$ cat config.mk
export PLATFORM = sky130hd
export DESIGN_NAME = bomb_manager
export DESIGN_NICKNAME = d
export VERILOG_FILES = /design/src/rtl/bomb_pkg.sv /design/src/rtl/bomb_slot.sv /design/src/rtl/bomb_manager.sv
export SDC_FILE = /design/constraint.sdc
export NUM_CORES = 1
export LEC_CHECK = 0
export ABC_AREA = 1
export CORE_ASPECT_RATIO = 1.25
export CORE_UTILIZATION = 45
export DETAILED_ROUTE_END_ITERATION = 8
export DONT_BUFFER_PORTS = 1
export PLACE_DENSITY = 0.61
export SLEW_MARGIN = 15
export SYNTH_ARGS = -nofsm -noshare
export SYNTH_HDL_FRONTEND = slang
export SYNTH_SLANG_ARGS = --single-unit
export TNS_END_PERCENT = 30
$ cat constraint.sdc
create_clock -name clk -period 3.5 [get_ports clk]
set_input_delay 0.7 -clock clk [delete_from_list [all_inputs] [get_ports clk]]
set_output_delay 0.7 -clock clk [all_outputs]
set_load 0.005 [all_outputs]
$ cat src/rtl/bomb_pkg.sv
// bomb_pkg: shared types for the multi-slot bomb controller.
// Slot-state and mode enums, plus the fuse/blast counter width helper.
package bomb_pkg;

    typedef enum logic [1:0] {
        IDLE,
        ARMED,
        BLAST
    } slotState_t;

    typedef enum logic [1:0] {
        RUNNING,
        PAUSED,
        RESUME
    } mode_t;

    // Bits needed to hold max(fuse, blast).
    function automatic int cntWidth(input int fuse, input int blast);
        int m;
        m = (fuse > blast) ? fuse : blast;
        return (m < 1) ? 1 : $clog2(m + 1);
    endfunction

endpackage

$ cat src/rtl/bomb_slot.sv
// bomb_slot: one bomb's IDLE/ARMED/BLAST FSM with fuse/blast counter,
// lamp phase and tile coordinates.
// Ports: clk, resetN, load (allocate this slot), tick (OneSecPulse),
//   run (global mode is RUNNING), chain (blast hit request),
//   loadX/loadY (coords to latch), busy, lamp, blast, posX/posY.
module bomb_slot
    import bomb_pkg::*;
#(
    parameter int FUSE_SEC  = 3,
    parameter int BLAST_SEC = 2,
    parameter int COORD_W   = 4
) (
    input  logic               clk,
    input  logic               resetN,
    input  logic               load,
    input  logic               tick,
    input  logic               run,
    input  logic               chain,
    input  logic [COORD_W-1:0] loadX,
    input  logic [COORD_W-1:0] loadY,
    output logic               busy,
    output logic               lamp,
    output logic               blast,
    output logic [COORD_W-1:0] posX,
    output logic [COORD_W-1:0] posY
);

    localparam int CW = cntWidth(FUSE_SEC, BLAST_SEC);

    slotState_t      state;
    logic [CW-1:0]   cnt;
    logic            phase;
    logic            pulse;
    logic            chainGo;
    logic            lastSec;

    // Pauses freeze both the countdown and chain reactions.
    assign pulse   = tick & run;
    assign chainGo = chain & run;
    assign lastSec = (cnt == CW'(1));

    always_ff @(posedge clk or negedge resetN) begin
        if (!resetN) begin
            state <= IDLE;
            cnt   <= '0;
            phase <= 1'b0;
            posX  <= '0;
            posY  <= '0;
        end else if (load) begin
            // A fresh bomb never takes the same-cycle tick.
            state <= ARMED;
            cnt   <= CW'(FUSE_SEC);
            phase <= 1'b1;
            posX  <= loadX;
            posY  <= loadY;
        end else begin
            case (state)
                ARMED: begin
                    if (chainGo) begin
                        state <= BLAST;
                        cnt   <= CW'(BLAST_SEC);
                    end else if (pulse) begin
                        if (lastSec) begin
                            state <= BLAST;
                            cnt   <= CW'(BLAST_SEC);
                        end else begin
                            cnt   <= cnt - CW'(1);
                            phase <= ~phase;
                        end
                    end
                end
                BLAST: begin
                    if (pulse) begin
                        if (lastSec) state <= IDLE;
                        else         cnt   <= cnt - CW'(1);
                    end
                end
                default: ;
            endcase
        end
    end

    assign busy  = (state != IDLE);
    assign blast = (state == BLAST);
    // Steady lamp in the final fuse second and throughout the blast.
    assign lamp  = blast | ((state == ARMED) & (phase | lastSec));

endmodule

$ cat src/rtl/bomb_manager.sv
// bomb_manager: NUM_BOMBS bomb slots, lowest-free allocator, place-button
// edge detector and global RUNNING/PAUSED/RESUME mode FSM.
// Ports: clk, resetN, OneSecPulse, placeN, placeX/placeY, waitN, chainHit
//   -> placeAck, placeFull, bombActive, bombLamp, bombBlast, bombX/bombY.
// Option: define BOMB_CHAIN_EN to let chainHit detonate armed slots.
module bomb_manager
    import bomb_pkg::*;
#(
    parameter int NUM_BOMBS   = 4,
    parameter int FUSE_SEC    = 3,
    parameter int BLAST_SEC   = 2,
    parameter int PAUSE_DELAY = 7,
    parameter int COORD_W     = 4
) (
    input  logic                         clk,
    input  logic                         resetN,
    input  logic                         OneSecPulse,
    input  logic                         placeN,
    input  logic [COORD_W-1:0]           placeX,
    input  logic [COORD_W-1:0]           placeY,
    input  logic                         waitN,
    input  logic [NUM_BOMBS-1:0]         chainHit,
    output logic                         placeAck,
    output logic                         placeFull,
    output logic [NUM_BOMBS-1:0]         bombActive,
    output logic [NUM_BOMBS-1:0]         bombLamp,
    output logic [NUM_BOMBS-1:0]         bombBlast,
    output logic [NUM_BOMBS*COORD_W-1:0] bombX,
    output logic [NUM_BOMBS*COORD_W-1:0] bombY
);

    localparam int DW = (PAUSE_DELAY > 0) ? $clog2(PAUSE_DELAY + 1) : 1;

    mode_t                mode;
    logic [DW-1:0]        delayCnt;
    logic                 placeNPrev;
    logic                 running;
    logic                 request;
    logic                 found;
    logic [NUM_BOMBS-1:0] load;
    logic [NUM_BOMBS-1:0] chain;
    logic [NUM_BOMBS-1:0] slotLamp;

    assign running = (mode == RUNNING);
    assign request = running & ~placeN & placeNPrev;

`ifdef BOMB_CHAIN_EN
    assign chain = chainHit;
`else
    logic unusedChain;
    assign chain       = '0;
    assign unusedChain = ^chainHit;
`endif

    // Lowest-index idle slot wins; busy reflects registered state, so a
    // slot expiring this cycle is not yet free.
    always_comb begin
        load  = '0;
        found = 1'b0;
        for (int i = 0; i < NUM_BOMBS; i++) begin
            if (!bombActive[i] && !found) begin
                load[i] = request;
                found   = 1'b1;
            end
        end
    end

    always_ff @(posedge clk or negedge resetN) begin
        if (!resetN) begin
            mode       <= RUNNING;
            delayCnt   <= '0;
            placeNPrev <= 1'b1;
            placeAck   <= 1'b0;
        end else begin
            placeNPrev <= placeN;
            placeAck   <= |load;
            case (mode)
                RUNNING: if (!waitN) mode <= PAUSED;
                PAUSED: begin
                    if (waitN) begin
                        mode     <= (PAUSE_DELAY == 0) ? RUNNING : RESUME;
                        delayCnt <= '0;
                    end
                end
                RESUME: begin
                    if (!waitN)
                        mode <= PAUSED;
                    else if (delayCnt == DW'(PAUSE_DELAY))
                        mode <= RUNNING;
                    else if (OneSecPulse)
                        delayCnt <= delayCnt + DW'(1);
                end
                default: mode <= RUNNING;
            endcase
        end
    end

    for (genvar i = 0; i < NUM_BOMBS; i++) begin : gSlot
        bomb_slot #(
            .FUSE_SEC (FUSE_SEC),
            .BLAST_SEC(BLAST_SEC),
            .COORD_W  (COORD_W)
        ) uSlot (
            .clk   (clk),
            .resetN(resetN),
            .load  (load[i]),
            .tick  (OneSecPulse),
            .run   (running),
            .chain (chain[i]),
            .loadX (placeX),
            .loadY (placeY),
            .busy  (bombActive[i]),
            .lamp  (slotLamp[i]),
            .blast (bombBlast[i]),
            .posX  (bombX[i*COORD_W +: COORD_W]),
            .posY  (bombY[i*COORD_W +: COORD_W])
        );
    end

    assign placeFull = &bombActive;
    // Dark screen during the resume countdown.
    assign bombLamp  = slotLamp & {NUM_BOMBS{mode != RESUME}};

endmodule

## After elaboration in Yosys (flattened, before gate mapping)

Cells that the tools add are included.

- Bits in latches: 0
- Register bits after elaboration: 59
- Memory bits (read-only): 0
- Input bits: 17
- Output and inout bits: 46
- Bits in writable memories: 0
- Memories kept: 0
- Logic and storage cells: 219

- Equal/unequal tests: 46
- Add/subtract/negate cells: 5
- $lt $le $gt $ge: 0
- Multipliers: 0
- Div/mod/pow operators: 0
- Muxes and demuxes: 81
- Bitwise gates (word level): 21
- Shifts and indexed selects: 0
- Reduce and logical (&&, ||, !) cells: 42

Operators by type and width:

| operator | count |
|---|---|
| $mux W2 | 44 |
| $ne A3 B2 Y1 const B | 15 |
| $pmux W2 S2 | 8 |
| $reduce_bool A2 Y1 | 13 |
| $reduce_and A5 Y1 | 5 |
| $mux W1 | 23 |
| $reduce_and A4 Y1 | 5 |
| $eq A2 B1 Y1 const B | 9 |
| $ne A3 B1 Y1 const B | 5 |
| $reduce_and A3 Y1 | 5 |
| $mux W3 | 4 |
| $ne A2 B2 Y1 const B | 6 |
| $reduce_bool A3 Y1 | 4 |
| $eq A2 B2 Y1 const B | 5 |
| $ne A2 B1 Y1 const B | 4 |
| $or A1 B1 Y1 | 8 |
| $sub A2 B1 Y2 const B | 4 |
| $and A1 B1 Y1 | 7 |
| $pmux W2 S3 | 1 |
| $pmux W3 S2 | 1 |
| $logic_not A1 Y1 | 5 |
| $not A1 Y1 | 5 |
| $and A4 B4 Y4 | 1 |
| $reduce_or A4 Y1 | 1 |
| other kinds (5) | 7 |

## Longest topological paths before layout

- Word-level depth: 12
- Depth in mapped cells: 11
- Depth with buffers taken out: 10

## Hierarchy

From an unflattened synthesis, not the netlist that was laid out.

- Cells, all modules: 431
- Area total of the unflattened synthesis: 3,186.8 um2

Modules (own cells, without submodules):

| module | seq. area each (um2) | cells an instance | area an instance (um2) | instances |
|---|---|---|---|---|
| bomb_slot | 325.3 | 93 | 689.4 | 4 |
| bomb_manager | 176.4 | 59 | 429.2 | 1 |

## Worst setup path before layout

Ideal clock, no wire load.

- Path type: reg-to-output
- Start point: register gSlot[0].uSlot.state[0]
- End point: output port placeFull
- Arrival time: 0.943 ns
- Buffers on the path: 0
- Setup slack: 1.857 ns
- Cell stages (with the launch flop): 6
- Path through: dfrtp_1 inv_1 ha_1 inv_1 nand2_1 nor3_1

- Cells in the longest elaborated chain, start to end: 2

RTL lines:

| item | RTL line | source |
|---|---|---|
| start: declaration | bomb_slot.sv:30 | `slotState_t state;` |
| start signal: assignment | bomb_slot.sv:44 | `state <= IDLE;` |
| start signal: assignment | bomb_slot.sv:51 | `state <= ARMED;` |
| start signal: assignment | bomb_slot.sv:60 | `state <= BLAST;` |
| $reduce_bool A2 Y1 | bomb_slot.sv:83 | `assign busy = (state != IDLE);` |
| via gSlot[0].uSlot.busy | bomb_slot.sv:21 | `output logic busy,` |
| $reduce_and A4 Y1 | bomb_manager.sv:120 | `assign placeFull = &bombActive;` |
| end: declaration | bomb_manager.sv:24 | `output logic placeFull,` |

The timed path passes the listed nets, and every way through them passes these cells.

## Final worst setup path

- Start point: register gSlot[0].uSlot.state[0]
- End point: register gSlot[1].uSlot.state[0]

- Cells in the longest elaborated chain, start to end: 5
- Elaborated cells between the ends (all ways): 10
- Classes of those cells: 4 x eq/ne; 2 x mux; 4 x reduce/logical

RTL lines:

| item | RTL line | source |
|---|---|---|
| $reduce_bool A2 Y1 * | bomb_slot.sv:83 |  |
| $logic_and A1 B1 Y1 * | bomb_manager.sv:61 | `if (!bombActive[i] && !found) begin` |
| $mux W1 * | bomb_manager.sv:61 |  |
| $ne A3 B2 Y1 (no line), or another cell as far along | -- |  |
| $reduce_and A5 Y1 (no line) | -- |  |
| end signal: assignment | bomb_slot.sv:60 |  |
| end signal: assignment | bomb_slot.sv:64 | `state <= BLAST;` |
| end signal: assignment | bomb_slot.sv:74 | `if (lastSec) state <= IDLE;` |
| end: declaration | bomb_slot.sv:30 |  |

Mark *: on every way between the ends. The rest lies on a longest branch, timed or not.
A chain may end at the register's enable or synchronous reset.

==> flow_results.org <==
** Clock network
- Maximum clock insertion buffer count :: 2
- Hold repair after CTS inserted 0 buffers.
- Clock-pin slew was measured on the worst setup and hold paths at about 70 ps.
- CTS tree :: yes
- Clock latency on the worst-skew pair, taken at its later pin, is ~330 ps.
- Resized Gates After CTS :: 0
- Clock tree synthesis found a total of around 60 sinks.
- Buffers inserted during clock tree synthesis total 9.
- Clock tree root buffer cell :: sky130_fd_sc_hd__clkbuf_8
- Buffers added to address setup during post-CTS repair amount to 0.
- In this run the number of H-tree levels came out at 3.

** Logic synthesis
- The cell area that synthesis handed to floorplanning was around 3000 um2.
- After technology mapping, the gate count stands at 364.
- After synthesis, flip-flops and latches occupy approximately 49% of the total area.
- In this run, synthesis inferred 0 flip-flops with an integrated enable.
- For this run, asynchronously set or reset flops after synthesis account for between 90% and 100%.
- The synthesized netlist devotes 0% of its cell area to XOR and XNOR gates.
- Share of Yosys cell area claimed by the top area cell type :: about 48%
- Mapped Nets :: slightly above 400
- In the post-synthesis netlist, the cell with the most instances is sky130_fd_sc_hd__nand2_1.
- Dominant combinational cell family by area after synthesis :: simple AND/OR/NAND/NOR gates
- Most common library cells after synthesis :: sky130_fd_sc_hd__nand2_1 (105), sky130_fd_sc_hd__dfrtp_1 (58), sky130_fd_sc_hd__inv_1 (48), sky130_fd_sc_hd__o21ai_0 (44), sky130_fd_sc_hd__ha_1 (22)
- Cell accounting for the most synthesized area :: sky130_fd_sc_hd__dfrtp_1
- Total of flip-flops plus latches after synthesis :: just under 60
- Mux cell area share after synthesis :: 0%
- In this run the mean area of a mapped cell was roughly 8.4 um2.
- Of the total synthesized cell area, the portion taken by full adders, half adders and majority gates is between 9 and 10%.
- After Yosys synthesis, and, or, nand and nor cells account for between 20% and 30% of the synthesized area.
- Number of unique standard cell types used by synthesis :: 28
- Compound-gate portion of the synthesized area :: a little under an eighth
- The Yosys step of the flow raised 0 warnings.
- Top cells by area, synth :: sky130_fd_sc_hd__dfrtp_1 (48%), sky130_fd_sc_hd__nand2_1 (13%), sky130_fd_sc_hd__ha_1 (9.1%)
- Top flip-flop cell by instance count after synthesis :: sky130_fd_sc_hd__dfrtp_1

** Final layout
- Registers take around 1500 um2.
- Compared with the post-synthesis result, the final layout area differs by 5.679%.
- The filler cells instantiated in the layout total around 640.
- Area of the multi-input gates :: between 1000 and 1500 um2
- After routing the design area is between 3000 and 4000 um2.
- After the last flow step, the layout net total stands at between 300 and 400.
- Layout cells sized above 1 :: roughly 6.3%
- Number of diodes :: 0

** Route
- Once detail routing completed, the nets flagged for antenna violations numbered 0.
- Detailed router's first-iteration violation count :: around 100
- After detailed routing, the total wire length is roughly 6000 um.
- For this block, the via count after detailed routing is ~2200.
- Dividing the detail-routed via count by the number of cells gives between 4 and 5.
- After detailed routing, the average wire length per cell comes to about 13 um.
- After detailed routing, the number of remaining DRC violations is 0.
- Before antenna repair, the detailed router went through 4 iterations.

** STA
- Crit share post-route :: 64.05%
- Total negative setup slack :: 0 ps
- The worst path needs roughly 2200 ps of the cycle, external delays included.
- In this run the tightest slew margin relative to its limit is about 44%.
- Setup violations remaining at the end of the flow were counted as 0.
- Based on the critical path, the design can be clocked at up to ~0.45 GHz.
- The max-slew violation count is 0.
- Between clock sinks in the finished design, the worst skew comes to a little under 7 ps.
- Setup repair after global routing left no endpoint under its margin.
- Count of final hold-check violations :: 0
- Transition time of the tightest slew-check pin :: ~830 ps

** Worst setup path
- STA classifies the critical path startpoint as a flop.
- Endpoint arrival time on the critical path :: about 2400 ps
- The worst setup path is captured at a flop.
- By startpoint and endpoint, the worst setup path is classified as flop to flop.
- Along the worst path, the maximum fanout reaches 25.
- Data on the critical path is required at its endpoint by roughly 3700 ps.
- The worst register-to-register path begins at gSlot[0].uSlot.state[0].
- Beginning of the critical path :: gSlot[0].uSlot.state[0]

** Die
- After floorplanning, the core was divided into 33 placement rows.
- Area inside the core boundary :: 6565 um2
- 63 I/O pins were placed.
- Once the floorplan was initialized, standard cells occupied a little under half of the core.
- Die Area :: 7091 um2
- Floorplan die width :: between 70 and 80 um
- Height of the die :: around 94 um

** Worst hold path
- Worst hold-check path type :: input port to async pin

** Power and ir drop
- Pleak :: roughly 1.7 nW
- Power share of the combinational group :: 33.6%
- Flop pwr share :: a little over two fifths
- Power density of the placed cells :: approximately 750 nW/um2
- IR analysis of the VDD net gives a maximum drop of about 370 uV.
- Power dissipated by switching net loads :: just over 0.9 mW
- Internal power of the cells :: between 1 and 1.5 mW
- Switching part of the total :: between 30% and 40%
- Clock group share of total power :: 22.9%

** GRT
- The total overflow left after global routing is 0.
- Vias in the first global route :: approximately 2200
- The first global-routing pass estimated 9860 um of wire.
- Antenna violations before repair :: 0
- Largest net degree at the start of global routing :: 60
- Global routing used 19.12% of the available tracks.

** Status
- Outcome :: finished clean

** Placed design
- The HPWL after detailed placement is about 4200 um.
- Final estimated routing congestion in global placement :: approximately 0.75
- Number of port buffers :: 0
- Post-detailed-placement cell area :: about 3000 um2

** Run
- Across the run, the number of max-cap violations was 0.
==> metal layers <==
layer | track usage, % | vias to the layer above | wire, um
met1 | 22.43 | 1019 | 2629
met2 | 30.21 | 61 | 2791
met5 | 0 | - | 0
li1 | - | 1139 | -
met4 | 7.253 | 0 | 63
met3 | 8.691 | 6 | 522
==> critical path, cell delays in order, from the launching register on <==
cell	delay, ps
sky130_fd_sc_hd__dfrtp_1	380
sky130_fd_sc_hd__inv_1	80
sky130_fd_sc_hd__ha_1	250
sky130_fd_sc_hd__nor2_1	110
sky130_fd_sc_hd__nand3_1	590
sky130_fd_sc_hd__nand3_1	450
sky130_fd_sc_hd__nand2_1	130
sky130_fd_sc_hd__nand2_1	70
sky130_fd_sc_hd__nand2_1	40
==> layout by cell type, fill, tap and decap left out <==
master                         n
sky130_fd_sc_hd__a21boi_0      3
sky130_fd_sc_hd__a21boi_1      1
sky130_fd_sc_hd__a21oi_1       8
sky130_fd_sc_hd__clkbuf_1      1
sky130_fd_sc_hd__clkbuf_8     11
sky130_fd_sc_hd__clkinv_2      2
sky130_fd_sc_hd__clkinvlp_4    2
sky130_fd_sc_hd__dfrtp_1      58
sky130_fd_sc_hd__dfstp_2       1
sky130_fd_sc_hd__ha_1         22
sky130_fd_sc_hd__inv_1        48
sky130_fd_sc_hd__inv_2         1
sky130_fd_sc_hd__nand2_1     105
sky130_fd_sc_hd__nand2_2       2
sky130_fd_sc_hd__nand3_1      21
sky130_fd_sc_hd__nand3b_1      2
sky130_fd_sc_hd__nand4_1       2
sky130_fd_sc_hd__nor2_1       10
sky130_fd_sc_hd__nor2_2        1
sky130_fd_sc_hd__nor2_4        1
sky130_fd_sc_hd__nor3_1        3
sky130_fd_sc_hd__nor3_2        1
sky130_fd_sc_hd__o2111ai_1     1
sky130_fd_sc_hd__o211ai_1      2
sky130_fd_sc_hd__o21a_1        1
sky130_fd_sc_hd__o21ai_0      44
sky130_fd_sc_hd__o21ai_1       8
sky130_fd_sc_hd__or2_2         1
==> per-stage QoR <==
step           setup slack (ps)  util [%]  hold WS, ps  std cells  power (mW)
2_1_floorplan              1857         -        404.4        364       1.756
3_3_place_gp               1233     46.20        406.0        434       1.864
3_5_place_dp               1230     46.20        406.0        434       1.889
4_1_cts                    1237     48.94        47.60        450       2.455
5_1_grt                    1031     48.94        39.76        450       2.657
6_report                   1258     48.94        60.54        450       2.421
==> path summary, 6_finish.rpt <==
check                                          endpoint  slack, ps  cells past startpoint
min in group clk                             placeNPrev        360                      0
worst min register to register              delayCnt[1]        500                      2
max in group asynchronous                    placeNPrev       3250                      0
worst min-delay path                            mode[1]         60                      0
worst max-delay path            gSlot[1].uSlot.state[0]       1260                      8
worst max register to register  gSlot[1].uSlot.state[0]       1260                      8
==> cell type report <==
class | count | share of cell area (%)
Clock buffer | 12 | 4.829
Clock inverter | 4 | 0.7788
Inverter | 49 | 5.724
Multi-Input combinational cell | 239 | 39.29
Sequential cell | 59 | 45.99
Tap cell | 87 | 3.388
==> logic make-up after synthesis <==
| kind of cell | after synthesis |
|---|---|
| buffers and inverters | 66 |
| adders and majority gates | 22 |
| DFF | 59 |
| AOI/OAI and AO/OA | 68 |
| and+or+nand+nor | 149 |
==> flip-flops by register name, summed over array words and instances, names as in the netlist <==
name and flops:
gSlot.uSlot.posX 16, gSlot.uSlot.posY 16, gSlot.uSlot.cnt 8, gSlot.uSlot.state 8
gSlot.uSlot.phase 4, delayCnt 3, mode 2, placeAck 1
placeNPrev 1
==> power groups by stage <==
stage | Clock [mW] | Combinational, mW | Sequential, mW
2_1_floorplan | 0 | 0.736 | 1.02
3_3_place_gp | 0 | 0.802 | 1.06
3_5_place_dp | 0 | 0.825 | 1.06
4_1_cts | 0.573 | 0.826 | 1.06
5_1_grt | 0.608 | 0.970 | 1.08
6_report | 0.555 | 0.812 | 1.05
Power figures use the tool's default switching activity.
